## src/rtl/mini_cpu_sequencer.sv

```systemverilog
// Multi-cycle FETCH/DECODE/EXEC sequencer for the 8-bit mini CPU.
// Optional single-step support: define MINI_CPU_SINGLE_STEP_EN.
module mini_cpu_sequencer #(
    parameter int PC_W          = 3,
    parameter int FETCH_TIMEOUT = 15
) (
    input  logic            clk,
    input  logic            rst,
    input  logic            start,
    input  logic            stop,
`ifdef MINI_CPU_SINGLE_STEP_EN
    input  logic            step_mode,
    input  logic            step,
`endif
    output logic            mem_req,
    output logic [PC_W-1:0] mem_addr,
    input  logic            mem_ack,
    input  logic [7:0]      mem_rdata,
    output logic [PC_W-1:0] pc,
    output logic [7:0]      ir,
    output logic            acc_we,
    output logic [1:0]      alu_op,
    output logic [5:0]      imm,
    output logic            busy,
    output logic            halted,
    output logic            error
);

    typedef enum logic [2:0] {
        S_IDLE,
        S_FETCH,
        S_DECODE,
        S_EXEC,
        S_HALT,
        S_ERROR,
        S_PAUSE
    } state_t;

    localparam logic [7:0] TMO_LAST = 8'(FETCH_TIMEOUT - 1);

    state_t          state;
    logic [7:0]      tmo_cnt;
    logic            stop_q;
    logic            is_jmp;
    logic [PC_W-1:0] jmp_tgt;
    logic            self_jmp;

    // JMP target keeps only the low PC_W bits of imm (PC_W must not exceed 6)
    assign is_jmp   = (alu_op == 2'b11);
    assign jmp_tgt  = imm[PC_W-1:0];
    assign self_jmp = is_jmp && (jmp_tgt == pc);
    assign mem_addr = pc;

    // Sequencer FSM with all outputs registered
    always_ff @(posedge clk or posedge rst) begin
        if (rst) begin
            state   <= S_IDLE;
            pc      <= '0;
            ir      <= '0;
            alu_op  <= '0;
            imm     <= '0;
            mem_req <= 1'b0;
            acc_we  <= 1'b0;
            busy    <= 1'b0;
            halted  <= 1'b0;
            error   <= 1'b0;
            tmo_cnt <= '0;
            stop_q  <= 1'b0;
        end else begin
            case (state)
                S_IDLE, S_HALT, S_ERROR: begin
                    if (start) begin
                        state   <= S_FETCH;
                        pc      <= '0;
                        tmo_cnt <= '0;
                        stop_q  <= 1'b0;
                        halted  <= 1'b0;
                        error   <= 1'b0;
                        mem_req <= 1'b1;
                        busy    <= 1'b1;
                    end
                end
                S_FETCH: begin
                    if (stop) stop_q <= 1'b1;
                    if (mem_ack) begin
                        ir      <= mem_rdata;
                        mem_req <= 1'b0;
                        state   <= S_DECODE;
                    end else if (tmo_cnt == TMO_LAST) begin
                        mem_req <= 1'b0;
                        busy    <= 1'b0;
                        error   <= 1'b1;
                        state   <= S_ERROR;
                    end else begin
                        tmo_cnt <= tmo_cnt + 8'd1;
                    end
                end
                S_DECODE: begin
                    if (stop) stop_q <= 1'b1;
                    alu_op <= ir[7:6];
                    imm    <= ir[5:0];
                    acc_we <= (ir[7:6] != 2'b11);
                    state  <= S_EXEC;
                end
                S_EXEC: begin
                    acc_we <= 1'b0;
                    if (!is_jmp) begin
                        pc <= pc + PC_W'(1);
                    end else if (!self_jmp) begin
                        pc <= jmp_tgt;
                    end
                    if (self_jmp) begin
                        halted <= 1'b1;
                        busy   <= 1'b0;
                        state  <= S_HALT;
                    end else if (stop_q || stop) begin
                        busy  <= 1'b0;
                        state <= S_IDLE;
`ifdef MINI_CPU_SINGLE_STEP_EN
                    end else if (step_mode) begin
                        state <= S_PAUSE;
`endif
                    end else begin
                        tmo_cnt <= '0;
                        stop_q  <= 1'b0;
                        mem_req <= 1'b1;
                        state   <= S_FETCH;
                    end
                end
`ifdef MINI_CPU_SINGLE_STEP_EN
                S_PAUSE: begin
                    if (stop) begin
                        busy  <= 1'b0;
                        state <= S_IDLE;
                    end else if (step) begin
                        tmo_cnt <= '0;
                        stop_q  <= 1'b0;
                        mem_req <= 1'b1;
                        state   <= S_FETCH;
                    end
                end
`endif
                default: begin
                    mem_req <= 1'b0;
                    acc_we  <= 1'b0;
                    busy    <= 1'b0;
                    state   <= S_IDLE;
                end
            endcase
        end
    end

endmodule

```

## config.mk

```make
export PLATFORM = sky130hd
export DESIGN_NAME = mini_cpu_sequencer
export DESIGN_NICKNAME = d
export VERILOG_FILES = /design/src/rtl/mini_cpu_sequencer.sv
export SDC_FILE = /design/constraint.sdc
export NUM_CORES = 1
export LEC_CHECK = 0
export CORE_MARGIN = 8
export CORE_UTILIZATION = 54
export DETAILED_ROUTE_END_ITERATION = 7
export GPL_TIMING_DRIVEN = 1
export MAX_ROUTING_LAYER = met4
export PLACE_DENSITY = 0.84
export SLEW_MARGIN = 0
export SYNTH_ARGS = -nofsm -noshare
export SYNTH_HDL_FRONTEND = slang
export SYNTH_SLANG_ARGS = --single-unit
```

## constraint.sdc

```tcl
create_clock -name clk -period 3.6 [get_ports clk]
set_clock_uncertainty 0.15 [all_clocks]
set_input_delay 0.36 -clock clk [delete_from_list [all_inputs] [get_ports clk]]
set_output_delay 0.36 -clock clk [all_outputs]
set_load 0.05 [all_outputs]
```

Word level (Yosys, flattened, before mapping)
Cells that the tools add are included.

Register bits: 36. Word-level logic and storage cells: 91. Input bits: 13.

Reductions and logical operators: 19. Equality and inequality tests: 20. Add/subtract/negate cells: 2. Bitwise logic cells: 1. Muxes and demuxes: 37.

Operator list (count): $mux W8 (5); $pmux W8 S3 (1); $mux W3 (7); $mux W1 (16); $ne A2 B2 Y1 const B (8); $reduce_and A5 Y1 (3); $pmux W3 S4 (1); $ne A3 B3 Y1 const B (3); $add A8 B1 Y8 const B (1); $eq A8 B4 Y1 const B (1); $pmux W1 S4 (2); $eq A3 B2 Y1 const B (2); $eq A3 B3 Y1 const B (2); $pmux W1 S2 (3); $pmux W3 S2 (1); $reduce_and A3 Y1 (2); $reduce_and A6 Y1 (1); $reduce_bool A3 Y1 (2); $reduce_and A2 Y1 (2); $reduce_and A4 Y1 (1); $reduce_bool A2 Y1 (2); $reduce_or A4 Y1 (1); $add A3 B1 Y3 const B (1); $eq A3 B1 Y1 const B (1); 10 further kinds (10).

Logic depth before layout (Yosys ltp)
Gate-level depths: netlist of the first run.

Depth in word-level cells: 5. Depth in mapped cells: 6. Mapped depth without buffers: 6.

Worst setup path after synthesis of the first run
No wires, ideal clock.

Kind: reg2reg. Start: reg pc[0] (netlist: mem_addr[0]). End: reg tmo_cnt[3]. Required time: 3.373 ns. Setup time: 0.077 ns. Cell stages (with the launch flop): 6. Period minus slack after synthesis: 2.138 ns. Setup slack: 1.462 ns. Arrival: 1.910 ns. Path through: dfrtp_1 > xnor2_1 > a41oi_2 > o22ai_2 > or4_1 > a21oi_1.

Cells in the longest elaborated chain, start to end: 4.

Ends and longest elaborated chain: start, declared (RTL line 19) `output logic [PC_W-1:0] pc,`; start signal, assigned (RTL line 108) `pc <= pc + PC_W'(1);`; start signal, assigned (RTL line 110) `pc <= jmp_tgt;`; $eq A3 B3 Y1 (RTL line 51) `assign self_jmp = is_jmp && (jmp_tgt == pc);`; $logic_and A1 B1 Y1 (RTL line 51); $ne A2 B2 Y1 (no line); $reduce_and A6 Y1 (no line); end signal, assigned (RTL line 95) `tmo_cnt <= tmo_cnt + 8'd1;`; end, declared (RTL line 42) `logic [7:0] tmo_cnt;`.

No other way between the ends. A chain may end at the register's enable or synchronous reset.

Worst setup path in the final report of the first run
Start: reg state[1]. End: reg tmo_cnt[4].

Cells in the longest elaborated chain, start to end: 4. Elaborated cells on any way between the ends: 14. Those cells by class: eq/ne: 9; mux: 1; reduce/logical: 4.

Ends and longest elaborated chain: start, declared (RTL line 41) `state_t state;`; start signal, assigned (RTL line 57) `state <= S_IDLE;`; start signal, assigned (RTL line 73) `state <= S_FETCH;`; start signal, assigned (RTL line 88) `state <= S_DECODE;`; $eq A3 B3 Y1 or $logic_not A3 Y1 (tied branches) (RTL line 70) `case (state)`; $reduce_or A3 Y1 (RTL line 70); $ne A2 B2 Y1 (no line) or $reduce_bool A3 Y1 (tied branches); $reduce_and A6 Y1 (no line).

Several ways; a longest one is shown, not always the timed one.

==> out/results.ini, run 1 <==
[routing]
vias=1610
ant_nets=0
vias_per_cell=6.08
routed_wl_um=4640
first_pass_iters=4
routedWlPerCell_um=17.5
initialDrtViolationCount=131
post-route-drc-count=0

[clock_network]
clockBufferDepth=2
cts_tree=built
cts_made_buffers=5
cts_resized=0
post_cts_buffers=0
clock_sinks=36
h-tree-depth=2
clk_latency_ns=0.34
hold_buffers=0
path_clk_slew_ns=0.12
clockRootBuffer=clkbuf_4

[cells_and_area]
layout.nets=234
insertedDiodeCount=0
utilization=0.700
nFillCells=263
fin_area_um2=2330
syn2layout_area_growth_pct=25.3
drive_gt1_frac=0.151

[die]
rows=21
fp.dieW_um=74.7
die_h_um=74.7
die_area_um2=5590
fp.coreArea_um2=3340
num_io_pins=40
start_util=0.558

[setup_path]
r2r_start=state[1]
critPathRequiredTime_ns=3.73
criticalPathCategory=reg -> reg
regToRegEndpoint=tmo_cnt[4]
arrival_ns=2.45
r2r_slack_ns=1.28
startpoint=state[1]
crit_path_start_kind=flop
worstSetupEndpointType=flop
cp_max_fo=13
cp-endpoint=tmo_cnt[4]
r2r_cells=5

[timing]
finalHoldViolations=0
relSlewSlack=0.565
fin_crit_ns=2.32
setup_slack_ns=1.28
period_share=0.645
clock.fmax_mhz=430
tns_ns=0
rsz0062_at_grt=false
slew_violations=0
whs_ns=0.245
setup_viol_count_final=0
worstMarginPinSlew_ns=0.651

[synth]
syn_area_um2=1860
ys_top_cells_by_area=dfrtp_1 48%, mux2_2 9.7%, o21ai_0 4.0%
yosys_warnings=0
synth-edff-count=0
ys_top_cells_by_count=36 x dfrtp_1, 18 x nand2_1, 16 x mux2_2
ys_seq_area_frac=0.484
mappedNetlistNets=194
async_reset_ff_frac=1.00
ys_ff_latch=36
syn_avg_cell_area_um2=10.5
synth_cell_types=50
synth_ff_type=dfrtp_1
synth_top_area_cell=dfrtp_1
synth_cells=178
yosysMostFrequentCell=dfrtp_1
yosysTopAreaCellShare=0.484

[place]
portBuffers=39
dp_hpwl_um=3400
preCtsSetupSlack_ns=1.26
dpl_cell_area_um2=2270
place.gp.congestion=0.912

[flow_run]
drv_cap=0

[global_routing]
grt_pass1_wl_um=7600
overflow=0
grt_pass1_vias=1619
grt_usage=0.184
grt_max_degree=37
antenna_found_initial=0

[power]
power_density_nw_per_um2=996
p_leak_nw=0.934
ir_drop_mv=0.633

[hold_path]
hp-class=in -> async

[run_status]
status=completed

## logic make-up (layout without fill, tap and decap cells)
group	Yosys count	after routing	share of synthesized area
AO/OA/AOI/OAI	53	53	0.199
XOR/XNOR	3	3	0.0141
adder cells (fa/ha/maj)	3	3	0.0201
multiplexers	17	17	0.102
AND/OR/NAND/NOR	55	55	0.146
buffers and inverters	11	52	0.0349
flip-flops	36	36	0.484
## how the worst min path moves through the flow
stage,start,endpoint,slack [ns]
detailed placement,acc_we,acc_we,0.35
CTS,rst,ir[1],0.26
global route,rst,ir[1],0.28
finish,rst,ir[5],0.25
floorplan,stop,stop_q,0.35
global placement,imm[3],imm[3],0.34
## worst max-delay path, cell delays in order, from the launching register on
cell and delay [ns]:
dfrtp_1 0.62, clkinv_1 0.42, nand2_1 0.27, nor2_1 0.17
or4_1 0.49, a21oi_1 0.15
## area by class of cell
| type | instances | area [um2] | share of cell area |
|---|---|---|---|
| well taps | 46 | 57.6 | 0.0247 |
| inverters | 4 | 15.0 | 0.00643 |
| flip-flops and latches | 36 | 901 | 0.386 |
| clock inverters | 2 | 15.0 | 0.00643 |
| multi-input cells | 131 | 897 | 0.384 |
| repair buffers | 40 | 398 | 0.170 |
| clock buffers | 6 | 51.3 | 0.0220 |
## cells in the final DEF (no fill, tap or decap), types with 3 or more instances in the layout
cell type,netlist,layout
mux2_2,16,16
o21ai_0,15,15
dfrtp_1,36,36
xnor2_1,3,3
clkdlybuf4s50_1,0,39
a21oi_1,12,12
o31ai_1,4,4
clkbuf_4,0,5
nor2_1,12,12
inv_1,3,3
nand2b_1,3,3
nand2_1,18,18
or4_1,3,3
ha_1,3,3
## state kept, by name, summed over array words and instances (netlist names)
register and flops:
tmo_cnt 8, ir 8, mem_addr 3, error 1, halted 1, mem_req 1, imm 6, acc_we 1
state 3, stop_q 1, busy 1, alu_op 2
## stage by stage
step                      total power, mW  cells
final                                2.32    265
after floorplan                      1.68    178
after detailed placement             2.08    257
after global placement               2.04    257
after global routing                 2.45    265
after CTS                            2.33    265
## layer usage
layer | track usage | vias to the layer above | part of all wire | routed length [um]
li1 | - | 744 | - | -
met1 | 0.205 | 794 | 0.42 | 1940
met2 | 0.303 | 65 | 0.51 | 2370
met3 | 0.0666 | 7 | 0.064 | 296
met4 | 0.0500 | 0 | 0.0084 | 39
met5 | - | - | 0 | 0
## where the power goes
part / leakage, nW / switching [mW] / internal [mW]
Sequential: 0.453 / 0.171 / 0.559
Combinational: 0.451 / 0.885 / 0.472
Clock: 0.0305 / 0.144 / 0.0948
Power figures use the tool's default switching activity.
==> run 2, diff against run 1 <==
Settings changed: CORE_UTILIZATION 54 to 45, PLACE_DENSITY 0.84 to 0.75.
Clock period 3.6 ns to 2 ns, I/O delays scaled along.
==> out/results.ini, run 2 (synthesized netlist as in run 1, its figures left out) <==
[run_status]
status=completed

[power]
p_leak_nw=1.13
power_density_nw_per_um2=1790
ir_drop_mv=1.07
power_mw=4.75

[global_routing]
grt_max_degree=37
grt_pass1_wl_um=8030
overflow=0
grt_pass1_vias=1707
antenna_found_initial=0
grt_usage=0.163

[clock_network]
path_clk_slew_ns=0.08
h-tree-depth=2
cts_tree=built
clock_sinks=36
cts_made_buffers=5
clk_latency_ns=0.30
post_cts_buffers=0
clockBufferDepth=2
clockRootBuffer=clkbuf_8

[timing]
setup_slack_ns=0.0315
period_share=0.984
slew_violations=0
fin_crit_ns=1.97
relSlewSlack=0.657
worstMarginPinSlew_ns=0.514
clock.fmax_mhz=508
finalHoldViolations=0
setup_viol_count_final=0

[cells_and_area]
fin_area_um2=2650
final_common_cell=clkdlybuf4s50_1
layout_common_cells=36 x clkdlybuf4s50_1, 27 x dfrtp_1, 27 x buf_4
utilization=0.662
layout.nets=260
insertedDiodeCount=0
fin_cells=295
drive_gt1_frac=0.302
top_regs=ir: 8 flops, tmo_cnt: 8 flops, imm: 6 flops
syn2layout_area_growth_pct=42.2

[routing]
routedWlPerCell_um=16.3
ant_nets=0
vias_per_cell=5.61
routed_wl_um=4820
initialDrtViolationCount=95
vias=1656
post-route-drc-count=0
first_pass_iters=4

[die]
die_h_um=80.3
fp.dieW_um=80.3
fp.coreArea_um2=4000
rows=23
num_io_pins=40
start_util=0.466
die_area_um2=6460

[setup_path]
cp_max_fo=4
crit_path_start_kind=flop
arrival_ns=1.62
worstSetupEndpointType=primary output
critPathRequiredTime_ns=1.65
criticalPathCategory=reg -> out

[flow_run]
drv_cap=0

[place]
portBuffers=39
dp_hpwl_um=3600
preCtsSetupSlack_ns=-0.0970
place.gp.congestion=0.892
dp_cells=287
dpl_cell_area_um2=2490

[hold_path]
hp-class=in -> async

[run 2: final timing paths]
check	startpoint	to	slack, ns	depth (start not counted)
setup / recovery	mem_addr[2]	pc[2]	0.03	2
hold / removal	rst	stop_q	0.15	3
setup reg to reg	mem_addr[1]	tmo_cnt[2]	0.09	5
hold reg to reg	halted	halted	0.35	2
max in group asynchronous	rst	alu_op[1]	1.19	3
min in group clk	halted	halted	0.35	2
[run 2: worst max-delay path: stages (launching register included)]
cell             delay, ns
dfrtp_2               0.40
buf_4                 0.13
clkdlybuf4s50_1       0.80
[run 2: layout make-up]
cell class	instances	area, um2
multi-input cells	131	943
inverters	4	18.8
clock inverters	3	42.5
well taps	50	62.6
flip-flops and latches	36	912
fillers	347	1350
clock buffers	5	68.8
repair buffers	66	601
[run 2: where the power goes]
group | internal (mW) | switching (mW)
Sequential | 1.02 | 0.272
Clock | 0.369 | 0.280
Combinational | 1.12 | 1.68
[run 2: stage by stage]
stage,TNS (ns),hold WS (ns)
5_1_grt,-0.00253,0.232
3_3_place_gp,-0.0200,0.310
3_5_place_dp,-0.266,0.343
4_1_cts,0,0.164
2_1_floorplan,0,0.189
6_report,0,0.155
[run 2: repair_timing]
item                       in CTS  in global routing
hold buffers                    0                  0
setup endpoints to repair       0                  8
gates resized for setup         0                 10
[run 2: routing by layer]
layer  share of wire  GRT usage  vias up
met2            0.48      0.253       57
met4           0.018     0.0764        0
met5               0          -        -
met1            0.45      0.194      802
met3           0.058     0.0368        5
li1                -          -      792
